<file path="src/rtl/note_play_ctrl.sv">
// rtl/note_play_ctrl.sv - debounced priority note keys plus ROM auto-play melody sequencer
// Optional macro REST_GAP_EN inserts a BEAT_CYCLES/8 silent gap between melody notes.
module note_play_ctrl #(
  parameter logic [19:0]  DEB_CYCLES  = 20'd500000,
  parameter logic [23:0]  BEAT_CYCLES = 24'd6000000,
  parameter int           SONG_LEN    = 32,
  // 4-bit codes, entry i at bits [4i+3:4i]
  parameter logic [255:0] SONG_ROM    = 256'hF2334455_02334455_01223344_05665511
) (
  input  logic        clk_in,
  input  logic        rst,
  input  logic [13:0] Key,
  input  logic        play_btn,
  output logic [13:0] key_out,
  output logic        busy,
  output logic [5:0]  note_idx
);

  localparam logic [5:0] LAST_IDX = 6'(SONG_LEN - 1);

  typedef enum logic [1:0] {
    IDLE   = 2'd0,
    MANUAL = 2'd1,
    PLAY   = 2'd2
`ifdef REST_GAP_EN
    , GAP  = 2'd3
`endif
  } state_t;

  state_t      state;
  logic [13:0] key_s;
  logic [13:0] key_deb;
  logic [19:0] deb_cnt;
  logic [23:0] beat_cnt;
  logic        play_prev;

`ifdef REST_GAP_EN
  localparam logic [23:0] GAP_LEN = (BEAT_CYCLES < 24'd8) ? 24'd1 : (BEAT_CYCLES >> 3);
  logic [23:0] gap_cnt;
`endif

  function automatic logic [3:0] rom_code(input logic [5:0] a);
    return SONG_ROM[{a, 2'b00} +: 4];
  endfunction

  function automatic logic [13:0] note_bits(input logic [3:0] c);
    if (c == 4'd0 || c == 4'hF) return 14'd0;
    return 14'd1 << (c - 4'd1);
  endfunction

  function automatic logic [13:0] lowest_bit(input logic [13:0] k);
    return k & (~k + 14'd1);
  endfunction

  // The counter saturates at DEB_CYCLES-1 and keeps reloading key_deb while key_s holds.
  always_ff @(posedge clk_in) begin
    if (rst) begin
      key_s   <= '0;
      key_deb <= '0;
      deb_cnt <= '0;
    end else begin
      key_s <= Key;
      if (Key != key_s)
        deb_cnt <= '0;
      else if (deb_cnt == DEB_CYCLES - 20'd1)
        key_deb <= key_s;
      else
        deb_cnt <= deb_cnt + 20'd1;
    end
  end

  always_ff @(posedge clk_in) begin
    if (rst) begin
      state     <= IDLE;
      key_out   <= '0;
      busy      <= 1'b0;
      note_idx  <= '0;
      beat_cnt  <= '0;
      play_prev <= 1'b0;
`ifdef REST_GAP_EN
      gap_cnt   <= '0;
`endif
    end else begin
      play_prev <= play_btn;
      case (state)
        IDLE: begin
          busy     <= 1'b0;
          note_idx <= '0;
          if (key_deb != '0) begin
            state   <= MANUAL;
            key_out <= lowest_bit(key_deb);
          end else if (play_btn && !play_prev) begin
            state    <= PLAY;
            busy     <= 1'b1;
            beat_cnt <= '0;
            key_out  <= note_bits(rom_code(6'd0));
          end else begin
            key_out <= '0;
          end
        end

        MANUAL: begin
          key_out <= lowest_bit(key_deb);
          if (key_deb == '0) state <= IDLE;
        end

        PLAY: begin
          // A held key always beats the melody, even on a terminal beat.
          if (key_deb != '0) begin
            state    <= MANUAL;
            busy     <= 1'b0;
            note_idx <= '0;
            key_out  <= lowest_bit(key_deb);
          end else if (rom_code(note_idx) == 4'hF) begin
            state    <= IDLE;
            busy     <= 1'b0;
            note_idx <= '0;
            key_out  <= '0;
          end else if (beat_cnt == BEAT_CYCLES - 24'd1) begin
            beat_cnt <= '0;
            if (note_idx == LAST_IDX) begin
              state    <= IDLE;
              busy     <= 1'b0;
              note_idx <= '0;
              key_out  <= '0;
            end else begin
              note_idx <= note_idx + 6'd1;
`ifdef REST_GAP_EN
              state    <= GAP;
              gap_cnt  <= '0;
              key_out  <= '0;
`else
              key_out  <= note_bits(rom_code(note_idx + 6'd1));
`endif
            end
          end else begin
            beat_cnt <= beat_cnt + 24'd1;
          end
        end

`ifdef REST_GAP_EN
        GAP: begin
          if (key_deb != '0) begin
            state    <= MANUAL;
            busy     <= 1'b0;
            note_idx <= '0;
            key_out  <= lowest_bit(key_deb);
          end else if (gap_cnt == GAP_LEN - 24'd1) begin
            state    <= PLAY;
            beat_cnt <= '0;
            key_out  <= note_bits(rom_code(note_idx));
          end else begin
            gap_cnt <= gap_cnt + 24'd1;
          end
        end
`endif

        default: begin
          state    <= IDLE;
          busy     <= 1'b0;
          note_idx <= '0;
          key_out  <= '0;
        end
      endcase
    end
  end

endmodule

</file>
<file path="config.mk">
export PLATFORM = sky130hd
export DESIGN_NAME = note_play_ctrl
export DESIGN_NICKNAME = d
export VERILOG_FILES = /design/src/rtl/note_play_ctrl.sv
export SDC_FILE = /design/constraint.sdc
export NUM_CORES = 1
export LEC_CHECK = 0
export CAP_MARGIN = 5
export CORE_UTILIZATION = 43
export CTS_CLUSTER_SIZE = 14
export DETAILED_ROUTE_END_ITERATION = 10
export PLACE_DENSITY_LB_ADDON = 0.1
export SETUP_SLACK_MARGIN = 0.3
export SYNTH_ARGS = -nofsm -noshare
export SYNTH_HDL_FRONTEND = slang
export SYNTH_SLANG_ARGS = --single-unit
</file>
<file path="constraint.sdc">
create_clock -name clk_in -period 2.35 [get_ports clk_in]
set_clock_uncertainty 0.1 [all_clocks]
set_input_delay 0.47 -clock clk_in [delete_from_list [all_inputs] [get_ports clk_in]]
set_output_delay 0.47 -clock clk_in [all_outputs]
set_load 0.005 [all_outputs]
</file>
== Word level (Yosys, flattened, before mapping) ==
Index checks and enable logic that the tools add are counted.
Word-level totals
  register bits after elaboration: 96
  output and inout port bits: 21
  logic and storage cells: 93
Cells by class
  add/sub/neg operators: 5
  equality and inequality tests: 16
  shift operators: 3
  multiplexer cells: 42
  bitwise operators: 4
  reduce and logical (&&, ||, !) cells: 14
Operator list (count)
  $shiftx A256 B9 Y4 const A: 2
  $mux W24: 5
  $mux W14: 7
  $pmux W24 S2: 1
  $pmux W14 S3: 1
  $add A24 B1 Y24 const B: 1
  $eq A24 B23 Y1 const B: 1
  $mux W6: 4
  $add A20 B1 Y20 const B: 1
  $eq A20 B19 Y1 const B: 1
  $add A14 B1 Y14 const B: 1
  $and A14 B14 Y14: 1
  $logic_not A14 Y1: 1
  $mux W1: 14
  $mux W2: 7
  $ne A14 B14 Y1: 1
  $not A14 Y14: 1
  $reduce_bool A14 Y1: 1
  $shl A1 B4 Y14 const A: 1
  $pmux W6 S2: 1
  $ne A2 B2 Y1 const B: 5
  $eq A4 B4 Y1 const B: 2
  $ne A4 B4 Y1 const B: 2
  $add A6 B1 Y6 const B: 1
  19 further kinds: 21

== Depth between registers and ports, before layout ==
  depth after elaboration: 17
  gate-level depth with buffers: 10

== Worst setup path after synthesis ==
No wires, ideal clock.
  kind: register to register
  start: register note_idx[0]
  end: register note_idx[4]
  arrival time: 2.463 ns
  path slack: -0.284 ns
  cell stages (with the launch flop): 10
  path buffers: 0
  clock period less this slack: 2.634 ns
  cells stage by stage: dfxtp_1 ha_1 inv_1 ha_1 or3b_2 o21ai_1 a2111oi_4 a21o_1 or4_1 a21oi_1
Between the ends
  longest elaborated chain between the ends: 6
  elaborated cells on any way between the ends: 11
  classes of those cells: add/sub: 1; eq/ne: 3; shift: 1; mux: 5; reduce/logical: 1
Ends and longest elaborated chain
  from (decl): line 16  | output logic [5:0] note_idx
  from (signal assigned): line 127  | note_idx <= note_idx + 6'd1;
  parallel branches: the longest is 6 deep, another holds $shiftx A256 B9 Y4
Parallel ways; which one is timed is not known. The select of a mux whose other input is x is not followed.
A chain may end at the register's enable or synchronous reset.

== Worst setup path after layout ==
  start: register note_idx[1]
  end: register key_out[2]
Between the ends
  longest elaborated chain between the ends: 17
  elaborated cells on any way between the ends: 24
  classes of those cells: add/sub: 2; eq/ne: 4; shift: 3; mux: 13; reduce/logical: 2
Ends and longest elaborated chain
  $add A6 B1 Y6: line 133  | key_out <= note_bits(rom_code(note_idx + 6'd1));
  $shiftx A256 B9 Y4: line 43  | return SONG_ROM[{a, 2'b00} +: 4];
  $eq A4 B4 Y1 / $logic_not A4 Y1 (equally long branches): line 47  | if (c == 4'd0 || c == 4'hF) return 14'd0;
  $logic_or A1 B1 Y1: line 47
  $mux W1: line 47
  $mux W1: line 121  | if (note_idx == LAST_IDX) begin
  $mux W1: line 119  | end else if (beat_cnt == BEAT_CYCLES - 24'd1) begin
  $mux W1: line 114  | end else if (rom_code(note_idx) == 4'hF) begin
  $mux W1: line 109  | if (key_deb != '0) begin
  $mux W1: line 85  | case (state)
  $mux W1: line 73  | if (rst) begin
  $mux W14: line 48  | return 14'd1 << (c - 4'd1);
  $mux W14: line 121
  $mux W14: line 119
  $mux W14: line 114
  $mux W14: line 109
  $pmux W14 S3: line 85
  to (signal assigned): line 91  | key_out <= lowest_bit(key_deb);
  to (signal assigned): line 96  | key_out <= note_bits(rom_code(6'd0));
  to (signal assigned): line 113  | key_out <= lowest_bit(key_deb);
  to (decl): line 14  | output logic [13:0] key_out,
Parallel ways exist; a longest one is shown, timed or not. The select of a mux whose other input is x is not followed.

==> metrics.txt <==
status finished clean; Slew HR 0.619; distinct cell type count after synthesis between 60 and 70; Post-synth top cells 96 x dfxtp_1, 80 x nor2_1, 30 x nand2_1, 29 x xor2_1, 28 x nand3_1; crit-path max FO 4; Synth Cell Area 0.00478 mm^2; final hold vios 0; critical path's largest stage delay around 0.56 ns; Net Sw Power 0.000816 W; most common cell in the synthesized netlist dfxtp_1; n_diodes 0; CP max-delay cell or4b_4; Final #Nets 658; clock buffer depth 2; average size of a mapped cell 8.87 um^2; RR Startpoint note_idx[1]$_SDFFE_PP0P_; combinational share of power 0.098; initial antenna violation count 0; maxcap violations 0; I/O pin cnt 38; Synth top area share 0.402; CTS tree yes; first-pass GRT wire length 18800 um; DR pass1 iterations 5; Inserted Clock Buffers 9; Worst-path clk slew 0.10 ns; Clk pwr share 0.403; global route total overflow 0; initial core utilization 0.441; CP required 2.55 ns; Setup violations, final 0; gp weighted congestion 0.834; DRC Markers 0; Area growth, synth to finish 33.8%; fraction of layout cells with a size suffix above 1 0.253; WL final 12000 um; critical setup path kind flop to flop; Post-Syn Instances ~540; Async SR Flop Fraction 0; top_reg_cell synth dfxtp_1; Worst R2R Setup Slack 0.06 ns; worst slew pin tran between 0.5 and 0.6 ns; routed wire length per instance 15.4 um; core region area between 0.01 and 0.015 mm^2; via/cell ratio 5.40; synthesis-stage register bit count 96; Vert. Die Dim 107 um; min Tclk post-route 2.29 ns; design area roughly 0.0064 mm^2; CP Buf/Inv Count 0; row cnt 38; Num Clock Sinks 96; EDFF count, synth 0; Crit. Startpoint note_idx[1]$_SDFFE_PP0P_; Die X 107 um; Final ANT Viol Nets 0; Max Freq approximately 440 MHz; root buffer cell clkbuf_8; worst-skew pair later-pin latency 0.38 ns; switching part of the total 0.244; crit path cell chain ha_2 > and3b_1 > or2_4 > a311oi_2 > a31oi_1 > or4b_4 > a211oi_2; Die ar. 0.0115 mm^2; initial DRC count 110; CP top delay family simple AND/OR/NAND/NOR gates; gr usage total 0.208; min-delay worst type flop to flop; detailed-route via count 4191; startpoint of the worst hold path key_out[13]$_SDFFE_PP0N_; Final TNS setup 0 ns; max-slew violation count 0; Seq/Total Area, Yosys 0.402; Final HPWL DP 8200 um; static leakage 2.42 nW; syn_nets 566; vias in the first global route 3910; Yosys top cell by area dfxtp_1; Ys Warns 0; pin count of the biggest net entering global routing 21; CP startpoint kind flop; DP Area 0.00571 mm^2; internal power 0.00253 W; RSZ-0062 raised after global routing true; VDD IR-drop max about 330 uV; I/O Buffers 37; H-Tree Depth 3; CP Capture Type flop; period utilization 0.973; Critical Path AT 2.49 ns; P per Cell Area 523 mW/mm^2; Area contributors post-synth dfxtp_1 40%, nor2_1 6.3%, xor2_1 5.3%; Flop pwr share 0.499
-- area by class of cell --
cell class	count	area, um^2
fill	974	4440
multi-input combinational	414	3060
sequential	96	1940
timing repair buffer	99	933
tap	140	175
clock buffer	9	124
clock inverter	7	124
inverter	11	43.8
-- power groups by stage --
stage / sequential [W] / clock, W / combinational [W]
floorplan: 0.00170 / 0 / 0.000164
detailed placement: 0.00171 / 0 / 0.000267
global route: 0.00167 / 0.00145 / 0.000352
global placement: 0.00171 / 0 / 0.000264
finish: 0.00167 / 0.00135 / 0.000328
CTS: 0.00167 / 0.00138 / 0.000286
-- through the flow --
step                cells  setup slack (ns)  power, W  utilization  hold WS [ns]
floorplan             539            0.0737   0.00187            -         0.348
global placement      739            0.0241   0.00197        0.527         0.356
detailed placement    739           -0.0860   0.00197        0.527         0.362
CTS                   764            0.0756   0.00333        0.566         0.377
global route          776          -0.00105   0.00348        0.590         0.396
finish                776            0.0623   0.00335        0.590         0.381
-- final timing paths --
kind,to,cells after the start
worst min-delay path,key_out[13]$_SDFFE_PP0N_,2
worst min register to register,key_out[13]$_SDFFE_PP0N_,2
worst max-delay path,key_out[2]$_SDFFE_PP0N_,7
worst max register to register,key_out[2]$_SDFFE_PP0N_,7
-- kinds of logic (layout without fill, tap and decap cells) --
kind of cell / after synthesis / count (layout) / share of synthesized area
simple gates: 257 / 258 / 0.293
flops: 96 / 96 / 0.402
compound gates: 75 / 75 / 0.111
xor+xnor: 54 / 54 / 0.103
buf+inv: 30 / 126 / 0.0298
mux: 17 / 17 / 0.0356
fa+ha+maj: 10 / 10 / 0.0262
-- metal layers --
metal  part of all wire  up-vias  track usage
met5                  0        -            0
met4              0.015        0       0.0900
met3              0.028       12       0.0297
met2               0.48       67        0.336
met1               0.48     1997        0.275
li1                   -     2115            -
-- flip-flops by register name, indices dropped and copies added, names as in the netlist --
register / cells
beat_cnt: 24
busy: 1
deb_cnt: 20
key_deb: 14
key_out: 14
key_s: 14
note_idx: 6
play_prev: 1
state: 2
-- repair_timing --
| item | CTS | global route |
|---|---|---|
| pin swaps | 18 | 25 |
| gates cloned | 1 | 2 |
| hold buffers | 0 | 0 |
| setup buffers | 8 | 10 |
| gates resized for setup | 24 | 42 |
| setup endpoints to repair | 61 | 81 |
-- tightest hold or removal path, cell delays in order (launching register included) --
cell and delay (ns):
dfxtp_1 0.34, nand2_1 0.06, a21oi_1 0.05
-- cells in the final DEF (no fill, tap or decap), types with 21 or more instances in the layout --
master,count
buf_4,50
dfxtp_1,87
xnor2_1,24
clkdlybuf4s50_1,36
xor2_1,29
nand2_1,23
nand4_1,25
nor2_1,78
nand3_1,21
Power figures use the tool's default switching activity.
